**src/rtl/hazard_lights_n.sv**
```systemverilog
// rtl/hazard_lights_n.sv - WIDTH-bit hazard/wind LED bar with prescaled pattern steps.
// Optional macro HAZARD_BOUNCE_EN enables the BOUNCE pattern on mode 11 (otherwise 11 acts as CALM).
module hazard_lights_n #(
  parameter int WIDTH = 10,
  parameter int DIV   = 1
) (
  input  logic             clk,
  input  logic             reset,
  input  logic [1:0]       mode,
  output logic [WIDTH-1:0] leds,
  output logic             step
);

  typedef enum logic [1:0] {
    CALM       = 2'b00,
    SWEEP_UP   = 2'b01,
    SWEEP_DOWN = 2'b10,
    BOUNCE     = 2'b11
  } mode_t;

  localparam logic [4:0]       HALF = 5'((WIDTH - 1) / 2);
  localparam logic [23:0]      LAST = 24'(DIV - 1);
  localparam logic [WIDTH-1:0] LSB  = {{(WIDTH-1){1'b0}}, 1'b1};
  localparam logic [WIDTH-1:0] MSB  = {1'b1, {(WIDTH-1){1'b0}}};

  logic [23:0] cnt;
  logic [4:0]  pos;
  mode_t       cur_mode;
  mode_t       req;
  logic        tick;
`ifdef HAZARD_BOUNCE_EN
  logic        dir_up;
`endif

  // Mirrored pair converging on the centre: bit p and bit WIDTH-1-p.
  function automatic logic [WIDTH-1:0] calm_pat(input logic [4:0] p);
    return (LSB << p) | (MSB >> p);
  endfunction

  function automatic logic [WIDTH-1:0] start_pat(input mode_t m);
    case (m)
      SWEEP_UP:   return LSB;
      SWEEP_DOWN: return MSB;
      BOUNCE:     return LSB;
      default:    return calm_pat(5'd0);
    endcase
  endfunction

  always_comb begin
    tick = (cnt == LAST);
    req  = mode_t'(mode);
`ifndef HAZARD_BOUNCE_EN
    // Without bounce support, 11 is an alias of CALM, including for restart detection.
    if (mode == 2'b11) req = CALM;
`endif
  end

  always_ff @(posedge clk) begin
    if (reset) begin
      cnt      <= '0;
      leds     <= calm_pat(5'd0);
      step     <= 1'b0;
      cur_mode <= CALM;
      pos      <= '0;
`ifdef HAZARD_BOUNCE_EN
      dir_up   <= 1'b1;
`endif
    end else begin
      step <= tick;
      cnt  <= tick ? '0 : cnt + 24'd1;
      if (tick) begin
        if (req != cur_mode) begin
          cur_mode <= req;
          leds     <= start_pat(req);
          pos      <= '0;
`ifdef HAZARD_BOUNCE_EN
          dir_up   <= 1'b1;
`endif
        end else begin
          case (cur_mode)
            CALM: begin
              if (pos == HALF) begin
                pos  <= '0;
                leds <= calm_pat(5'd0);
              end else begin
                pos  <= pos + 5'd1;
                leds <= calm_pat(pos + 5'd1);
              end
            end
            SWEEP_UP:   leds <= {leds[WIDTH-2:0], leds[WIDTH-1]};
            SWEEP_DOWN: leds <= {leds[0], leds[WIDTH-1:1]};
`ifdef HAZARD_BOUNCE_EN
            BOUNCE: begin
              // Turn around at the ends so neither endpoint is shown twice in a row.
              if (dir_up) begin
                if (leds[WIDTH-1]) begin
                  dir_up <= 1'b0;
                  leds   <= MSB >> 1;
                end else begin
                  leds   <= leds << 1;
                end
              end else begin
                if (leds[0]) begin
                  dir_up <= 1'b1;
                  leds   <= LSB << 1;
                end else begin
                  leds   <= leds >> 1;
                end
              end
            end
`endif
            default: leds <= leds;
          endcase
        end
      end
    end
  end

endmodule
```
**config.mk**
```make
export PLATFORM = sky130hd
export DESIGN_NAME = hazard_lights_n
export DESIGN_NICKNAME = d
export VERILOG_FILES = /design/src/rtl/hazard_lights_n.sv
export SDC_FILE = /design/constraint.sdc
export NUM_CORES = 1
export LEC_CHECK = 0
export ABC_AREA = 1
export CAP_MARGIN = 20
export CORE_MARGIN = 1.5
export CORE_UTILIZATION = 48
export CTS_BUF_LIST = sky130_fd_sc_hd__clkbuf_16
export CTS_CLUSTER_SIZE = 10
export DETAILED_ROUTE_END_ITERATION = 8
export GPL_ROUTABILITY_DRIVEN = 0
export PLACE_DENSITY = 0.77
export SYNTH_ARGS = -nofsm -noshare
export SYNTH_HDL_FRONTEND = slang
export SYNTH_SLANG_ARGS = --single-unit
```
**constraint.sdc**
```tcl
create_clock -name clk -period 3.4 [get_ports clk]
set_input_delay 0.51 -clock clk [delete_from_list [all_inputs] [get_ports clk]]
set_output_delay 0.51 -clock clk [all_outputs]
set_load 0.05 [all_outputs]
```
==> impl_metrics.json <==
{
  "status": "complete, no violations",
  "synth_compound_area_share_pct": 10.16,
  "synth_cells": 427,
  "synth_warnings": 0,
  "pin_count": 15,
  "synthMuxAreaShare_pct": 0,
  "final_cell_mix": "nand2_1, inv_1, nor2_1",
  "ff2ff_setup_slack_ns": 1.51,
  "cp.depth": 1,
  "cpPeakStageDelay_ns": 0.83,
  "drc_errors": 0,
  "worst_pin_slew_ns": 0.4977,
  "synthDistinctLibCells": 31,
  "synthesis.nets": 442,
  "ys.flop_type": "dfxtp_1",
  "holdPathStages": 2,
  "ff2ff_path_depth": 11,
  "rsz0062_at_grt": "false",
  "path_max_fanout": 4,
  "clockBufferDepth": 2,
  "vias": 2665,
  "diodes": 0,
  "design_area_mm2": 0.003117,
  "ys_seq_elements": 42,
  "peakVddDrop_mv": 0.2556,
  "synth-adder-area-share_pct": 4.966,
  "drtPass1Iterations": 5,
  "antenna_found_initial": 0,
  "fin_tns_setup_ns": 0,
  "tritoncts": "built",
  "port_buffers": 14,
  "slew_violations": 0,
  "period_share_pct": 60.22,
  "hold_buffers": 0,
  "cp_slowest_cell": "clkdlybuf4s50_1",
  "skew_ns": 0.004189,
  "cts_setup_buffers": 0,
  "crit_path_cell_trace": "clkdlybuf4s50_1",
  "crit_type": "flop to output port",
  "highest_layer": "met4",
  "maxClockFrequency_ghz": 0.4884,
  "syn-mean-instance-area_um2": 6.490,
  "period_minus_slack_ns": 2.048,
  "p_seq_share_pct": 40.8,
  "drv_cap": 0,
  "p_int_uw": 935.2,
  "clock_sinks": 42,
  "place_area_mm2": 0.002947,
  "die_w_um": 78.99,
  "wl_per_cell_um": 12.19,
  "rr_startpoint": "pos[0]$_SDFFE_PP0P_",
  "route.met2.wl_um": 2770,
  "synth_top_family_by_area": "simple AND/OR/NAND/NOR gates",
  "die_area_mm2": 0.006239,
  "crit_required_ns": 2.89,
  "cts_resized": 0,
  "start_util_pct": 50.02,
  "via_per_inst": 5.195,
  "crit_path_end_kind": "output port",
  "drt-met1-wl_um": 3129,
  "clock-root-buffer": "clkbuf_16",
  "finalNonFillerCells": 513,
  "drive_above_1_share_pct": 9.070,
  "grt-ovfl-total": 0,
  "num_rows": 27,
  "max_slew_margin_pct": 66.72,
  "swShare_pct": 28.85,
  "postRouteAntennaNets": 0,
  "final_common_cell": "nand2_1",
  "hp-start": "cnt[23]$_SDFF_PP0_",
  "hpwl_um": 4666,
  "synth-xor-area-share_pct": 1.851,
  "grt_pass1_vias": 2464,
  "area_delta_synth_final_pct": 12.46,
  "hold_viol_final": 0,
  "nets": 455,
  "netSwitchingPower_uw": 379.3,
  "r2r_end": "leds[5]$_SDFFE_PP0P_",
  "whs_endpoint": "cnt[23]$_SDFF_PP0_",
  "worstSetupStartpointType": "flop",
  "cp_num_buf_inv": 1,
  "yosys.area_share.simple_pct": 41.22,
  "power_frac_comb_pct": 17.6,
  "grt_usage_pct": 22.20,
  "wl_um": 6251,
  "cpLargestDelayFamily": "buffers and inverters",
  "dieHeight_um": 78.99,
  "p_per_area_mw_per_mm2": 421.8,
  "syn_area_mm2": 0.002771,
  "dp.cells": 505,
  "setup_viol": 0,
  "synth-edff-count": 0,
  "hp-class": "flop to flop",
  "power.share.clock_pct": 41.5,
  "synth.yosys.seq_area_share_pct": 30.34,
  "core_area_mm2": 0.005540,
  "grt_pass1_wl_um": 11110,
  "crit_arrival_ns": 1.54,
  "routed-wl-met3_um": 248,
  "htreeDepth": 2,
  "numCtsBuffers": 5,
  "clk_pin_slew_ns": 0.06,
  "async_reset_ff_share_pct": 0,
  "leakage_nw": 1.375,
  "clk_latency_ns": 0.29,
  "first_iter_violations": 205,
  "grt_max_degree": 23
}
==> cell families (layout without fill, tap and decap cells) <==
logic type	Yosys count	after routing
compound gates	51	51
xor+xnor	5	5
fa+ha+maj	11	11
buf+inv	78	92
flops	42	42
simple gates	240	240
==> synth_stat cells (2+ instances only) <==
library cell  instances  area [um2]
a21boi_0              2       15.01
a21oi_1              30       150.1
a221oi_1              4       35.03
buf_2                 2       10.01
buf_6                 3       33.78
clkbuf_1              3       11.26
dfxtp_1              42       840.8
ha_1                 11       137.6
inv_1                63       236.5
inv_2                 7       26.28
nand2_1              94       352.8
nand2_2               8       50.05
nand2_4               2       22.52
nand3_1              27       135.1
nand4_1              14       87.58
nor2_1               62       232.7
nor2_2                4       25.02
nor2_4                3       33.78
nor3_1               16       80.08
nor3_2                2       20.02
nor3_4                3       48.80
o21ai_0              11       55.05
o22ai_1               3       18.77
xor2_1                4       35.03
==> through the flow <==
| step | util [%] | power [mW] | hold WS [ns] | setup slack (ns) |
|---|---|---|---|---|
| after floorplan | - | 0.7131 | 0.4372 | 1.796 |
| after global placement | 53.18 | 0.7712 | 0.4474 | 1.245 |
| after detailed placement | 53.18 | 0.7761 | 0.4548 | 1.182 |
| after CTS | 56.26 | 1.322 | 0.4672 | 1.354 |
| after global routing | 56.26 | 1.374 | 0.4920 | 1.216 |
| final | 56.26 | 1.315 | 0.4696 | 1.352 |
==> tightest hold or removal path, cell delays in order, from the launching register on <==
cell and delay [ns]:
dfxtp_1 0.31, nand2_1 0.06, a21oi_1 0.05
==> area by class of cell <==
cell class	instances	area (um2)
timing repair buffer	14	140.1
multi-input combinational	307	1613
tap	72	90.09
clock buffer	5	125.1
fill	529	2424
inverter	70	262.8
sequential	42	840.8
clock inverter	3	45.04
==> routing by layer <==
layer / up-vias / GRT usage [%]
met5: - / 0
met1: 1205 / 31.64
li1: 1392 / -
met2: 58 / 33.93
met3: 10 / 3.448
met4: 0 / 7.544
==> power groups by stage <==
stage,Clock [mW],Sequential [mW],Combinational [mW]
floorplan,0,0.587,0.126
CTS,0.555,0.536,0.230
global placement,0,0.547,0.224
finish,0.546,0.537,0.232
detailed placement,0,0.547,0.229
global route,0.573,0.539,0.261
==> flip-flops by register name (all words and copies together), names as in the netlist <==
| register | flops |
|---|---|
| cnt | 24 |
| cur_mode | 2 |
| leds | 10 |
| pos | 5 |
| step | 1 |
==> how the worst max path moves through the flow <==
stage | from | endpoint | slack (ns)
after floorplan | cur_mode[0]$_SDFFE_PP0P_ | leds[2]$_SDFFE_PP0P_ | 1.80
after global placement | mode[1] | pos[0]$_SDFFE_PP0P_ | 1.24
after detailed placement | mode[1] | pos[3]$_SDFFE_PP0P_ | 1.18
after CTS | leds[5]$_SDFFE_PP0P_ | leds[5] | 1.35
after global routing | mode[1] | pos[0]$_SDFFE_PP0P_ | 1.22
final | leds[5]$_SDFFE_PP0P_ | leds[5] | 1.35
Power figures use the tool's default switching activity.
==> RTL edit: new RTL, config.mk and constraints unchanged <==
Remove the register `step`: a continuous assignment takes its place, so the output `step` follows one clock earlier.
--- a/src/rtl/hazard_lights_n.sv
+++ b/src/rtl/hazard_lights_n.sv
@@ -61,3 +61,2 @@
       leds     <= calm_pat(5'd0);
-      step     <= 1'b0;
       cur_mode <= CALM;
@@ -68,3 +67,2 @@
     end else begin
-      step <= tick;
       cnt  <= tick ? '0 : cnt + 24'd1;
@@ -118,2 +116,4 @@
 
+  assign step = tick;
+
 endmodule
Check against the original RTL: not equivalent (Yosys sat finds a counterexample within 4 cycles, from zero or initial values and one cycle with reset high).
==> RTL edit against the unedited design <==
- setup slack lost 0.71 ns
- sequential cell count fell by 1
- synthesized area down 2.7%
- via count is 3.7% higher
- routed wire length fell by 0.62%
- sequential share of layout area decreased by 0.11 points
- count of clock-buffer cells in the layout unchanged
- die area is 2.6% lower
- first-iteration DRC count down 25%
- clock skew increased by 0.0030 ns
- final area is 2.0% lower
- hold slack gained 0.011 ns
- highest routed layer unchanged
Power is not compared: it rests on default switching activity, and its combinational part moved more than twofold at a synthesized area within 25%.
==> RTL edit: results (changes against the unedited design) <==
Max-slew headroom = 66.41% (-0.31 points)
Area after DPL = 2878 um^2 (-2.3%)
drt wl/cell = 11.77 um (-3.4%)
share of layout cells above drive strength 1 = 5.482% (-3.6 points)
first-pass GRT wire length = 10.56 mm (-4.9%)
syn_area_per_cell = 6.114 um^2 (-5.8%)
First DRT Iteration DRCs = 154 (-25%)
final wirelength = 6.212 mm (-0.62%)
commonest cells in the netlist = nand2_1, nor2_1, inv_1, dfxtp_1, a21oi_1
pin count of the biggest net entering global routing = 25 (+8.7%)
Clock Skew = 0.007192 ns (+0.003003 ns)
status = complete, no violations
dpl cells = 519 (+2.8%)
ranking of synthesized cells by area = dfxtp_1, nand2_1, nor2_1
Leak = 1.307 nW
number of buffers added on ports = 14 (unchanged)
fraction of registers with async set/reset = 0% (unchanged)
initial antenna violation count = 0 (unchanged)
Largest register FFs = 24 (unchanged)
CTS-repair resized insts = 0 (unchanged)
prevailing post-synth register cell = dfxtp_1
vias in the first global route = 2513 (+2.0%)
R2R Setup Slk = 1.67 ns (+0.16 ns)
nets = 470 (+3.3%)
Unique masters post-synth = 30 (-3.2%)
syn nets = 456 (+3.2%)
Place WS = 0.9521 ns (-0.2299 ns)
crit-path max FO = 6 (+2)
Via density = 5.233 (+0.73%)
Final HPWL DP = 4.499 mm (-3.6%)
Seq/Total Area, Yosys = 30.44% (+0.10 points)
Arrival @ worst endpoint = 2.25 ns (+0.71 ns)
Total Routing Usage GR = 21.29% (-0.91 points)
insertion delay to the later sink of the worst-skew pair = 0.28 ns
Worst Setup Slack, final = 0.6413 ns (-0.7111 ns)
worst hold slack = 0.4802 ns (+0.01064 ns)
hold_buf cts = 0 (unchanged)
[RTL edit: changes by cell type in the layout (fill, tap and decap cells not counted), moves of 7 or more]
cell,change
nand2_1,+23
nor2_1,+22
nand3_1,-11
nor3_1,-10
nand2_2,-7
o21ai_0,+7
[RTL edit: worst max-delay path: stages, from the launching register on]
cell             delay [ns]
dfxtp_1                0.35
inv_1                  0.10
ha_1                   0.14
nand3_1                0.08
nor2_1                 0.20
nand2_2                0.11
nor2_4                 0.15
clkdlybuf4s50_1        0.82
[RTL edit: routing by layer]
layer	GRT usage, %	part of all wire [%]	up-vias
met1	25.77	45	1266
met3	3.647	3.8	12
met4	7.143	1.7	0
met2	37.83	49	63
li1	-	-	1422
met5	0	0	-
[RTL edit: power by group]
group	switching (mW)	internal, mW	total (mW)
clock	0.185	0.341	0.526
sequential	0.0469	0.521	0.568
combinational	0.331	0.162	0.492
[RTL edit: worst paths after layout]
kind                                 to    start  depth (start not counted)
worst max-delay path               step   cnt[0]                          7
worst min-delay path            cnt[23]  cnt[23]                          2
worst max register to register  cnt[11]   cnt[0]                          8
worst min register to register  cnt[23]  cnt[23]                          2
[RTL edit: logic make-up after synthesis]
logic type	after synthesis	synth area share [%]
and+or+nand+nor	259	42.18
xor gates and xnor gates	3	0.9747
buffers and inverters	72	10.72
DFF	41	30.44
AOI/OAI and AO/OA	55	10.58
adders and majority gates	11	5.104
[RTL edit: cell type report]
cell class	count	area, um^2
inverters	64	240.2
well taps	72	90.09
clock inverters	3	37.54
flip-flops and latches	41	820.8
clock buffers	5	125.1
repair buffers	15	155.1
fillers	541	2417
multi-input cells	328	1587
